<file path="src/rtl/mux_scan_pkg.sv">
// Shared types and constants for the mux scan sequencer.
// Optional continuous scanning is enabled with MUX_SCAN_CONT_EN.
package mux_scan_pkg;

  localparam int NUM_CH = 4;
  localparam int SEL_W  = 2;

  typedef enum logic [1:0] {
    IDLE = 2'd0,
    SCAN = 2'd1,
    DONE = 2'd2
  } scan_state_e;

  // Dwell counter width; a single-cycle dwell still needs one bit.
  function automatic int cnt_w(input int dwell);
    return (dwell > 1) ? $clog2(dwell) : 1;
  endfunction

endpackage

</file>
<file path="src/rtl/scan_dwell_cnt.sv">
// Dwell counter: counts 0..DWELL-1 while enabled, flags the last cycle.
// Part of mux_scan_ctrl (MUX_SCAN_CONT_EN has no effect here).
module scan_dwell_cnt
  import mux_scan_pkg::*;
#(
  parameter int DWELL = 4
) (
  input  logic clk,
  input  logic rst,
  input  logic clr,
  input  logic en,
  output logic tick
);

  localparam int CW = cnt_w(DWELL);
  localparam logic [CW-1:0] LAST = CW'(DWELL - 1);

  logic [CW-1:0] cnt_q;
  logic [CW-1:0] cnt_d;

  assign tick = (cnt_q == LAST);

  always_comb begin
    cnt_d = cnt_q;
    if (clr) begin
      cnt_d = '0;
    end else if (en) begin
      cnt_d = tick ? '0 : cnt_q + CW'(1);
    end
  end

  always_ff @(posedge clk) begin
    if (rst) begin
      cnt_q <= '0;
    end else begin
      cnt_q <= cnt_d;
    end
  end

endmodule

</file>
<file path="src/rtl/mux_scan_ctrl.sv">
// Walks a 4:1 mux select through all channels and snapshots its output.
// Define MUX_SCAN_CONT_EN to rescan continuously after the first start.
module mux_scan_ctrl
  import mux_scan_pkg::*;
#(
  parameter int DWELL = 4
) (
  input  logic              clk,
  input  logic              rst,
  input  logic              start,
  input  logic              mux_out,
  output logic [SEL_W-1:0]  s,
  output logic              busy,
  output logic              done,
  output logic [NUM_CH-1:0] sample
);

  localparam logic [SEL_W-1:0] LAST_CH = SEL_W'(NUM_CH - 1);

  scan_state_e       state_q;
  scan_state_e       state_d;
  logic [SEL_W-1:0]  ch_q;
  logic [SEL_W-1:0]  ch_d;
  logic [NUM_CH-1:0] sample_q;
  logic [NUM_CH-1:0] sample_d;
  logic              busy_q;
  logic              busy_d;
  logic              done_q;
  logic              done_d;

  logic tick;
  logic cnt_en;
  logic cnt_clr;

  assign cnt_en  = (state_q == SCAN);
  assign cnt_clr = !cnt_en;

  scan_dwell_cnt #(
    .DWELL(DWELL)
  ) u_dwell (
    .clk (clk),
    .rst (rst),
    .clr (cnt_clr),
    .en  (cnt_en),
    .tick(tick)
  );

  always_comb begin
    state_d  = state_q;
    ch_d     = ch_q;
    sample_d = sample_q;
    unique case (state_q)
      IDLE: begin
        if (start) begin
          state_d  = SCAN;
          ch_d     = '0;
          sample_d = '0;
        end
      end
      SCAN: begin
        // Capture on the last dwell cycle, once the mux has settled.
        if (tick) begin
          sample_d[ch_q] = mux_out;
          if (ch_q == LAST_CH) begin
            state_d = DONE;
          end else begin
            ch_d = ch_q + SEL_W'(1);
          end
        end
      end
      DONE: begin
`ifdef MUX_SCAN_CONT_EN
        state_d = SCAN;
        ch_d    = '0;
`else
        state_d = IDLE;
`endif
      end
      default: begin
        state_d = IDLE;
      end
    endcase
    busy_d = (state_d != IDLE);
    done_d = (state_d == DONE);
  end

  always_ff @(posedge clk) begin
    if (rst) begin
      state_q  <= IDLE;
      ch_q     <= '0;
      sample_q <= '0;
      busy_q   <= 1'b0;
      done_q   <= 1'b0;
    end else begin
      state_q  <= state_d;
      ch_q     <= ch_d;
      sample_q <= sample_d;
      busy_q   <= busy_d;
      done_q   <= done_d;
    end
  end

  assign s      = ch_q;
  assign busy   = busy_q;
  assign done   = done_q;
  assign sample = sample_q;

endmodule
</file>
<file path="config.mk">
export PLATFORM = sky130hd
export DESIGN_NAME = mux_scan_ctrl
export DESIGN_NICKNAME = d
export VERILOG_FILES = /design/src/rtl/mux_scan_pkg.sv /design/src/rtl/scan_dwell_cnt.sv /design/src/rtl/mux_scan_ctrl.sv
export SDC_FILE = /design/constraint.sdc
export NUM_CORES = 1
export LEC_CHECK = 0
export ABC_AREA = 1
export BUFFER_PORTS_ARGS = -buffer_cell sky130_fd_sc_hd__buf_2
export CORE_MARGIN = 1
export CORE_UTILIZATION = 45
export DETAILED_ROUTE_END_ITERATION = 10
export PLACE_DENSITY = 0.69
export SLEW_MARGIN = 20
export SYNTH_ARGS = -nofsm -noshare
export SYNTH_HDL_FRONTEND = slang
export SYNTH_HIERARCHICAL = 1
export SYNTH_SLANG_ARGS = --single-unit
</file>
<file path="constraint.sdc">
create_clock -name clk -period 1.08 [get_ports clk]
set_clock_uncertainty 0.05 [all_clocks]
set_input_delay 0.108 -clock clk [delete_from_list [all_inputs] [get_ports clk]]
set_output_delay 0.108 -clock clk [all_outputs]
set_load 0.005 [all_outputs]
</file>
* After elaboration in Yosys (flattened, before gate mapping)
Index checks and enable logic that the tools add are counted.
Operators by class: $lt $le $gt $ge 2, reduce and logical (&&, ||, !) cells 7, mux-type cells 14, bitwise logic cells 1, $add $sub $neg 2, equality and inequality tests 7
Operators with widths (number):
- $mux W2 | 6
- $mux W4 | 2
- $pmux W2 S2 | 2
- $pmux W4 S2 | 1
- $eq A2 B2 Y1 const B | 3
- $add A2 B1 Y2 const B | 2
- $bwmux W4 | 1
- $ne A2 B2 Y1 const B | 2
- $reduce_and A4 Y1 | 1
- $reduce_bool A2 Y1 | 2
- $lt A2 B3 Y1 const B | 1
- $reduce_and A3 Y1 | 1
- $reduce_or A3 Y1 | 1
- $demux W1 S2 | 1
- $eq A2 B1 Y1 const B | 1
- $ge A2 B1 Y1 const B | 1
- $logic_not A2 Y1 | 1
- $ne A2 B1 Y1 const B | 1
- $logic_and A1 B1 Y1 | 1
- $mux W1 | 1
- $not A1 Y1 | 1
Word-level totals: output and inout bits 8, word-level logic and storage cells 39, bits of input ports 4, bits in registers 12

* Longest topological paths before layout
Gate-level depths: netlist (run 1).
word-level depth 7, gate-level depth with buffers 7, depth with buffers taken out 7

* Cells and area by module
Netlist (run 1), hierarchy kept.
Modules (own cells, without submodules):
- mux_scan_ctrl | area each 503.0 um^2, seq. area each 200.2 um^2, instances 1, cells each 69
- scan_dwell_cnt | area each 97.6 um^2, seq. area each 40.0 um^2, instances 1, cells each 14

* Worst setup path after synthesis (run 1)
Ideal clock, no wire load.
path type register -> register, start point register ch_q[0], in the netlist s[0], end point register ch_q[0], in the netlist s[0], library setup time 115 ps, clock period less this slack 1152 ps, setup slack -72 ps, stages on the path, launching flop included 7, buffers on the path 0, data arrival time 987 ps, data required time 915 ps, cell sequence dfxtp_1 ha_1 inv_1 nand3_1 nand2_1 a21oi_1 nor2_1
Between the ends: cells in the longest elaborated chain, start to end 4, elaborated cells on any way between the ends 7, those cells by class add/sub (1); eq/ne (2); mux (3); reduce/logical (1)
RTL lines:
- start, declared | RTL line mux_scan_ctrl.sv:22 | logic [SEL_W-1:0] ch_q;
- start signal, assigned | RTL line mux_scan_ctrl.sv:96 | ch_q <= ch_d;
- $add A2 B1 Y2 | RTL line mux_scan_ctrl.sv:67 | ch_d = ch_q + SEL_W'(1);
- $mux W2 | RTL line mux_scan_ctrl.sv:64 | if (ch_q == LAST_CH) begin
- $mux W2 | RTL line mux_scan_ctrl.sv:62 | if (tick) begin
- $pmux W2 S2 | RTL line mux_scan_ctrl.sv:52 | unique case (state_q)
Several ways; a longest one is shown, not always the timed one. The select of a mux whose other input is x is not followed. A chain may end at the register's enable or synchronous reset.

* Final worst setup path (run 1)
start point register ch_q[0], in the netlist s[0], end point register ch_q[1], in the netlist s[1]
The elaborated chain is that of the path after synthesis.

==> flow_summary.html, run 1 <==
<table>
<tr><th>Metric</th><th>Value</th></tr>
<tr><th colspan="2">Outcome</th></tr>
<tr><td>Status</td><td>complete, but fails checks</td></tr>
<tr><td>Violated checks</td><td>negative setup slack</td></tr>
<tr><th colspan="2">Global routing</th></tr>
<tr><td>Via count of the first global-routing pass</td><td>roughly 510</td></tr>
<tr><td>Global-route wire length before repair</td><td>2000 µm</td></tr>
<tr><td>Maximum number of pins on one net before global-route repair</td><td>13</td></tr>
<tr><td>Overflow left after global routing</td><td>0</td></tr>
<tr><td>Antenna violations before repair</td><td>0</td></tr>
<tr><td>Total global routing track utilization</td><td>between 20% and 30%</td></tr>
<tr><th colspan="2">Cells and area</th></tr>
<tr><td>Most frequent standard cell in the layout excluding fill and tap cells</td><td>sky130_fd_sc_hd__nand2_1</td></tr>
<tr><td>Number of nets in the layout</td><td>between 100 and 150</td></tr>
<tr><td>Most frequent cells in the layout</td><td>16 x sky130_fd_sc_hd__nand2_1, 12 x sky130_fd_sc_hd__nor2_1, 11 x sky130_fd_sc_hd__buf_2</td></tr>
<tr><td>Relative area change from synthesis to final layout</td><td>44.6%</td></tr>
<tr><td>Share of cells above drive strength 1</td><td>47.6%</td></tr>
<tr><td>Antenna Diode Count</td><td>0</td></tr>
<tr><td>Final non-filler cell total</td><td>between 100 and 150</td></tr>
<tr><th colspan="2">Floorplanning</th></tr>
<tr><td>Initial cell density of the core</td><td>between 50% and 60%</td></tr>
<tr><td>Area of the die</td><td>approximately 0.0015 mm²</td></tr>
<tr><td>Number of I/O pins</td><td>12</td></tr>
<tr><td>Count of standard-cell rows</td><td>12</td></tr>
<tr><td>Placeable Area</td><td>between 0.001 and 0.0015 mm²</td></tr>
<tr><td>Die width</td><td>38.5 µm</td></tr>
<tr><td>Die Y</td><td>about 39 µm</td></tr>
<tr><th colspan="2">Critical path</th></tr>
<tr><td>CP Launch Point</td><td>s[0]</td></tr>
<tr><td>Count of cells along the worst register-to-register path</td><td>6</td></tr>
<tr><td>Cell family contributing the most delay on the critical path</td><td>flip-flops</td></tr>
<tr><td>Highest net fanout along the worst path</td><td>4</td></tr>
<tr><td>Critical Path Sink Type</td><td>flip-flop</td></tr>
<tr><td>Startpoint Class</td><td>flip-flop</td></tr>
<tr><td>Reg2reg end</td><td>s[1]</td></tr>
<tr><td>Cell breakdown of the critical path</td><td>inv_4 &gt; ha_2 &gt; nand2_2 &gt; nand3_2 &gt; nand2_1 &gt; nor2_1</td></tr>
<tr><td>Required time reported for the critical path endpoint</td><td>between 1 and 1.5 ns</td></tr>
<tr><td>Cell type of the slowest stage on the worst timing path</td><td>sky130_fd_sc_hd__dfxtp_4</td></tr>
<tr><td>Worst path arrival time</td><td>around 1.3 ns</td></tr>
<tr><td>Critical Path Max Stage Delay</td><td>0.39 ns</td></tr>
<tr><td>Worst setup slack for register-to-register paths</td><td>-0.03 ns</td></tr>
<tr><td>R2R Path Start</td><td>s[0]</td></tr>
<tr><td>Combined buffer and inverter count along the critical path</td><td>1</td></tr>
<tr><td>Worst Setup Path Type</td><td>reg -&gt; reg</td></tr>
<tr><th colspan="2">Min path</th></tr>
<tr><td>Cells on Worst Hold Path</td><td>2</td></tr>
<tr><td>Hold path startpoint</td><td>rst</td></tr>
<tr><td>Worst hold endpoint</td><td>state_q[1]</td></tr>
<tr><td>Min-delay worst type</td><td>in -&gt; reg</td></tr>
<tr><th colspan="2">Synth</th></tr>
<tr><td>Post-Synthesis Net Count</td><td>92</td></tr>
<tr><td>Largest area contributor in the netlist</td><td>sky130_fd_sc_hd__dfxtp_1</td></tr>
<tr><td>Sequential share of the synthesized area</td><td>40.0%</td></tr>
<tr><td>Cell variety after synth</td><td>13</td></tr>
<tr><td>Area share of the largest cell type after synthesis</td><td>between 40% and 50%</td></tr>
<tr><td>Post-synthesis average cell area</td><td>slightly above 7 µm²</td></tr>
<tr><td>Synth warnings</td><td>6</td></tr>
<tr><td>Synthesized netlist cell count</td><td>83</td></tr>
<tr><td>Area contributors post-synth</td><td>sky130_fd_sc_hd__dfxtp_1 40%, sky130_fd_sc_hd__nand2_1 11%, sky130_fd_sc_hd__ha_1 10%</td></tr>
<tr><td>Number of synthesized register bits</td><td>12</td></tr>
<tr><td>Total standard cell area after synthesis</td><td>approximately 600 µm²</td></tr>
<tr><th colspan="2">Timing</th></tr>
<tr><td>Final-layout setup total negative slack</td><td>-0.0349 ns</td></tr>
<tr><td>Worst rel slew slack</td><td>a little over four fifths</td></tr>
<tr><td>Final setup violation count</td><td>3</td></tr>
<tr><td>Final period util</td><td>102%</td></tr>
<tr><td>Worst slew pin tran</td><td>0.231 ns</td></tr>
<tr><td>Final worst path period need</td><td>about 1.1 ns</td></tr>
<tr><td>Final setup margin</td><td>-0.0267 ns</td></tr>
<tr><td>Final number of max-transition violations</td><td>0</td></tr>
<tr><td>Max Fclk</td><td>about 900 MHz</td></tr>
<tr><td>Setup repair after global routing missed its margin</td><td>yes</td></tr>
<tr><td>Final Hold Vio Count</td><td>0</td></tr>
<tr><th colspan="2">Clock tree</th></tr>
<tr><td>CTS Buf Count</td><td>3</td></tr>
<tr><td>Clock slew at reported path FFs</td><td>approximately 0.070 ns</td></tr>
<tr><td>Clock root buffer master</td><td>sky130_fd_sc_hd__clkbuf_4</td></tr>
<tr><td>Sinks on Clock Net</td><td>12</td></tr>
<tr><td>Clk buf depth</td><td>2</td></tr>
<tr><td>H-Tree Level Count</td><td>1</td></tr>
<tr><td>Latest clock arrival within the worst-skew pair</td><td>about 0.27 ns</td></tr>
<tr><td>TritonCTS clock tree</td><td>yes</td></tr>
<tr><th colspan="2">Routing</th></tr>
<tr><td>Remaining design rule violation count</td><td>0</td></tr>
<tr><td>Total via count after detailed routing</td><td>555</td></tr>
<tr><td>Antenna Nets Post-Route</td><td>0</td></tr>
<tr><td>Via density per instance</td><td>between 4 and 5</td></tr>
<tr><td>Total wirelength of the detailed-routed design</td><td>1350 µm</td></tr>
<tr><td>DR iter-0 viols</td><td>4</td></tr>
<tr><td>Per-cell routed wire length</td><td>between 10 and 15 µm</td></tr>
<tr><td>1st-pass router iterations</td><td>2</td></tr>
<tr><th colspan="2">Placed design</th></tr>
<tr><td>Half-perimeter wire length of the detailed placement result</td><td>slightly above 800 µm</td></tr>
<tr><td>Gpl congestion</td><td>around 0.73</td></tr>
<tr><td>I/O Buffers</td><td>11</td></tr>
<tr><td>Placed cells</td><td>between 100 and 150</td></tr>
<tr><th colspan="2">Power and ir drop</th></tr>
<tr><td>Worst IR drop on VDD</td><td>between 1000 and 1500 µV</td></tr>
<tr><td>P per Cell Area</td><td>around 1300 mW/mm²</td></tr>
<tr><td>Leak</td><td>approximately 0.40 nW</td></tr>
<tr><th colspan="2">Flow run</th></tr>
<tr><td>Number of maximum-capacitance constraint violations</td><td>0</td></tr>
</table>
==> cells by family after synthesis <==
group	after synthesis	synth area share, %
fa+ha+maj	5	10.4
compound gates	11	9.16
buf+inv	13	8.96
simple gates	42	31.5
flops	12	40.0
==> flip-flops by register name, summed over array words and instances, names as in the netlist <==
name           count
u_dwell/cnt_q      2
sample             4
busy               1
s                  2
state_q            2
done               1
==> where the power goes <==
part           switching [W]  total (W)  leakage [nW]  internal, W
combinational       0.000160   0.000295         0.277     0.000135
sequential         0.0000368   0.000514         0.102     0.000477
clock               0.000145   0.000350        0.0210     0.000205
total               0.000342    0.00116         0.400     0.000817
==> cell usage after synthesis <==
library cell and n:
sky130_fd_sc_hd__nand2_1 18, sky130_fd_sc_hd__dfxtp_1 12, sky130_fd_sc_hd__inv_1 12, sky130_fd_sc_hd__nor2_1 12
sky130_fd_sc_hd__a21oi_1 7, sky130_fd_sc_hd__nand3_1 7, sky130_fd_sc_hd__ha_1 5, sky130_fd_sc_hd__o21ai_0 3
sky130_fd_sc_hd__nand2_2 2, sky130_fd_sc_hd__nand2_4 2, sky130_fd_sc_hd__inv_6 1, sky130_fd_sc_hd__nor2_2 1
sky130_fd_sc_hd__o21ai_1 1
==> per-layer routing <==
metal  vias to the layer above  wire [µm]  GRT usage [%]
li1                        305          -              -
met1                       238        603           20.7
met2                        10        683           35.8
met3                         2         55           10.5
met4                         0         11           7.76
met5                         -          0              0
==> worst register-to-register path, stage by stage (launching register included) <==
cell	delay, ns
sky130_fd_sc_hd__dfxtp_4	0.39
sky130_fd_sc_hd__inv_4	0.05
sky130_fd_sc_hd__ha_2	0.31
sky130_fd_sc_hd__nand2_2	0.05
sky130_fd_sc_hd__nand3_2	0.06
sky130_fd_sc_hd__nand2_1	0.04
sky130_fd_sc_hd__nor2_1	0.08
==> worst max path at each step <==
stage | endpoint | cells past startpoint
2_1_floorplan | sample[3] | 6
3_3_place_gp | s[0] | 7
3_5_place_dp | sample[3] | 6
4_1_cts | s[1] | 7
5_1_grt | sample[3] | 6
6_report | s[1] | 6
==> final cells by class <==
type                            count  area, µm²
Clock buffer                        4       36.3
Fill cell                          90        303
Multi-Input combinational cell     58        384
Tap cell                           14       17.5
Inverter                           13       61.3
Sequential cell                    12        255
Timing Repair Buffer               18        114
==> repair_timing <==
item                       4_1_cts  5_1_grt
resized for setup               18       14
setup endpoints to repair        8       10
hold endpoints to repair         1        0
hold buffers                     1        0
pin swaps                        5        3
setup buffers                    2        0
==> metrics by stage <==
step                hold WS, ns  power, W  utilization [%]  setup slack [ns]  cell area (µm²)
CTS                     0.00171   0.00114             70.7          -0.00805              828
detailed placement        0.290  0.000747             61.1           -0.0689              716
global route             0.0184   0.00123             74.1           -0.0986              868
finish                   0.0131   0.00116             74.1           -0.0267              868
floorplan                 0.130  0.000667                -           0.00704              613
global placement          0.289  0.000744             61.1           -0.0414              716
Note: power is estimated with default switching activity, not from simulation.
==> run 2: changes to the inputs <==
CELL_PAD_IN_SITES_DETAIL_PLACEMENT = 1   (was unset)
CELL_PAD_IN_SITES_GLOBAL_PLACEMENT = 1   (was unset)
CORE_UTILIZATION = 32   (was 45)
==> run 2 against run 1 <==
Compared with the run above:
- the run ends with negative hold slack, negative setup slack left
- total power increased by 4.6%
- sequential cell count unchanged
- final cell count increased by 16%
- non-clock buffer count up 9
- final area up 14%
- worst hold slack got worse by 0.030 ns
- die area grew 38%
- sequential share of layout area decreased by 3.5 points
- setup slack got worse by 0.034 ns
- register-to-register slack got worse by 0.03 ns
==> flow_summary.html, run 2 (synthesis results as in run 1) <==
<table>
<tr><th>Metric</th><th>Value</th></tr>
<tr><th colspan="2">Critical path</th></tr>
<tr><td>Critical Path Sink Type</td><td>flip-flop</td></tr>
<tr><td>Highest net fanout along the worst path</td><td>4</td></tr>
<tr><td>Startpoint Class</td><td>flip-flop</td></tr>
<tr><td>Worst Setup Path Type</td><td>reg -&gt; reg</td></tr>
<tr><td>Required time reported for the critical path endpoint</td><td>around 1.2 ns</td></tr>
<tr><td>Worst path arrival time</td><td>1.27 ns</td></tr>
<tr><th colspan="2">Timing</th></tr>
<tr><td>Worst slew pin tran</td><td>between 0.2 and 0.3 ns</td></tr>
<tr><td>Max Fclk</td><td>just under 900 MHz</td></tr>
<tr><td>Final period util</td><td>106%</td></tr>
<tr><td>Hold slack final</td><td>-0.0171 ns</td></tr>
<tr><td>Final worst path period need</td><td>between 1 and 1.5 ns</td></tr>
<tr><td>Final number of max-transition violations</td><td>0</td></tr>
<tr><td>Final Hold Vio Count</td><td>2</td></tr>
<tr><td>Setup repair after global routing missed its margin</td><td>yes</td></tr>
<tr><td>Final setup margin</td><td>-0.0608 ns</td></tr>
<tr><td>Final-layout setup total negative slack</td><td>-0.156 ns</td></tr>
<tr><td>Final setup violation count</td><td>4</td></tr>
<tr><td>Worst rel slew slack</td><td>between 80 and 90%</td></tr>
<tr><th colspan="2">Placed design</th></tr>
<tr><td>Dpl ws</td><td>-0.0663 ns</td></tr>
<tr><td>Gpl congestion</td><td>about 0.70</td></tr>
<tr><td>Half-perimeter wire length of the detailed placement result</td><td>approximately 1000 µm</td></tr>
<tr><td>I/O Buffers</td><td>11</td></tr>
<tr><th colspan="2">Routing</th></tr>
<tr><td>DR top layer</td><td>met4</td></tr>
<tr><td>Remaining design rule violation count</td><td>0</td></tr>
<tr><td>Routed length on met2</td><td>989 µm</td></tr>
<tr><td>Total wirelength of the detailed-routed design</td><td>around 1900 µm</td></tr>
<tr><td>Per-cell routed wire length</td><td>approximately 13 µm</td></tr>
<tr><td>Detailed route wirelength on metal3</td><td>a little under 30 µm</td></tr>
<tr><td>1st-pass router iterations</td><td>4</td></tr>
<tr><td>Antenna Nets Post-Route</td><td>0</td></tr>
<tr><td>Total via count after detailed routing</td><td>approximately 630</td></tr>
<tr><td>DR iter-0 viols</td><td>3</td></tr>
<tr><td>Total routed wire length on the met1 layer</td><td>roughly 820 µm</td></tr>
<tr><td>Via density per instance</td><td>~4.6</td></tr>
<tr><th colspan="2">Power and ir drop</th></tr>
<tr><td>P per Cell Area</td><td>1230 mW/mm²</td></tr>
<tr><td>Worst IR drop on VDD</td><td>about 660 µV</td></tr>
<tr><td>Leak</td><td>~0.45 nW</td></tr>
<tr><td>Tot Pwr</td><td>0.00121 W</td></tr>
<tr><th colspan="2">Clock tree</th></tr>
<tr><td>CTS Buf Count</td><td>3</td></tr>
<tr><td>Clk buf depth</td><td>2</td></tr>
<tr><td>H-Tree Level Count</td><td>1</td></tr>
<tr><td>Clock slew at reported path FFs</td><td>0.08 ns</td></tr>
<tr><td>TritonCTS clock tree</td><td>yes</td></tr>
<tr><td>Clock root buffer master</td><td>sky130_fd_sc_hd__clkbuf_4</td></tr>
<tr><td>Hold_buf cts</td><td>0</td></tr>
<tr><td>Latest clock arrival within the worst-skew pair</td><td>approximately 0.29 ns</td></tr>
<tr><td>Sinks on Clock Net</td><td>12</td></tr>
<tr><th colspan="2">Floorplanning</th></tr>
<tr><td>Number of I/O pins</td><td>12</td></tr>
<tr><td>Count of standard-cell rows</td><td>15</td></tr>
<tr><td>Die Y</td><td>approximately 45 µm</td></tr>
<tr><td>Placeable Area</td><td>between 0.0015 and 0.002 mm²</td></tr>
<tr><td>Initial cell density of the core</td><td>~34%</td></tr>
<tr><td>Area of the die</td><td>around 0.0021 mm²</td></tr>
<tr><td>Die width</td><td>45.3 µm</td></tr>
<tr><th colspan="2">Cells and area</th></tr>
<tr><td>Relative area change from synthesis to final layout</td><td>64.4%</td></tr>
<tr><td>Share of cells above drive strength 1</td><td>55.8%</td></tr>
<tr><td>Most frequent cells in the layout</td><td>15 x sky130_fd_sc_hd__nand2_1, 13 x sky130_fd_sc_hd__buf_4, 11 x sky130_fd_sc_hd__nor2_1, 11 x sky130_fd_sc_hd__buf_2, 7 x sky130_fd_sc_hd__inv_1</td></tr>
<tr><td>Number of nets in the layout</td><td>124</td></tr>
<tr><td>Most frequent standard cell in the layout excluding fill and tap cells</td><td>sky130_fd_sc_hd__nand2_1</td></tr>
<tr><td>Max reg flops</td><td>4</td></tr>
<tr><td>Antenna Diode Count</td><td>0</td></tr>
<tr><th colspan="2">Outcome</th></tr>
<tr><td>Status</td><td>complete, but fails checks</td></tr>
<tr><td>Violated checks</td><td>negative hold slack, negative setup slack</td></tr>
<tr><th colspan="2">Flow run</th></tr>
<tr><td>Number of maximum-capacitance constraint violations</td><td>0</td></tr>
<tr><th colspan="2">Global routing</th></tr>
<tr><td>Global-route wire length before repair</td><td>2560 µm</td></tr>
<tr><td>Via count of the first global-routing pass</td><td>about 600</td></tr>
<tr><td>Antenna violations before repair</td><td>0</td></tr>
<tr><td>Total global routing track utilization</td><td>about 18%</td></tr>
<tr><td>Overflow left after global routing</td><td>0</td></tr>
<tr><td>Maximum number of pins on one net before global-route repair</td><td>11</td></tr>
<tr><th colspan="2">Min path</th></tr>
<tr><td>Min-delay worst type</td><td>in -&gt; reg</td></tr>
</table>
## run 2: through the flow
step / instance area [µm²] / util [%] / hold WS, ns / cells
finish: 987 / 56.6 / -0.0171 / 138
CTS: 888 / 50.9 / 0.00585 / 132
global placement: 752 / 43.1 / 0.294 / 126
floorplan: 613 / - / 0.130 / 83
global route: 987 / 56.6 / 0.00299 / 138
detailed placement: 752 / 43.1 / 0.300 / 126
## run 2: critical path, cell delays in order, from the launching register on
cell,delay (ns)
sky130_fd_sc_hd__dfxtp_4,0.38
sky130_fd_sc_hd__inv_2,0.08
sky130_fd_sc_hd__ha_2,0.19
sky130_fd_sc_hd__inv_1,0.05
sky130_fd_sc_hd__o21ai_1,0.11
sky130_fd_sc_hd__nand2_1,0.07
sky130_fd_sc_hd__nand2_1,0.06
sky130_fd_sc_hd__nor2_1,0.05
## run 2: repair_timing
action,CTS,global route
setup endpoints to repair,9,13
resized for setup,27,19
pin swaps,5,5
buffers inserted,3,6
endpoints found under the hold margin,0,0
## run 2: path summary, 6_finish.rpt
kind              from    endpoint  slack, ns  cells past startpoint
max               s[1]   sample[1]      -0.06                      7
min                rst  state_q[1]      -0.02                      2
max reg2reg       s[1]   sample[1]      -0.06                      7
min reg2reg  sample[0]   sample[0]       0.42                      2
## run 2: metal layers
layer	up-vias	global-route usage, %
met5	-	0
met4	0	7.27
met3	2	3.60
met2	8	31.6
met1	303	20.0
li1	319	-
## run 2: area by class of cell
type / instances / area, µm²
fillers: 225 / 758
well taps: 25 / 31.3
multi-input cells: 58 / 428
inverters: 13 / 63.8
repair buffers: 27 / 186
flip-flops and latches: 12 / 255
clock buffers: 3 / 22.5
## run 2: power by group
part           leakage [nW]  switching (W)  total [W]  internal [W]
registers             0.102      0.0000403   0.000518      0.000477
clock network        0.0138       0.000168   0.000298      0.000130
logic                 0.333       0.000202   0.000397      0.000195
total                 0.449       0.000410    0.00121      0.000802
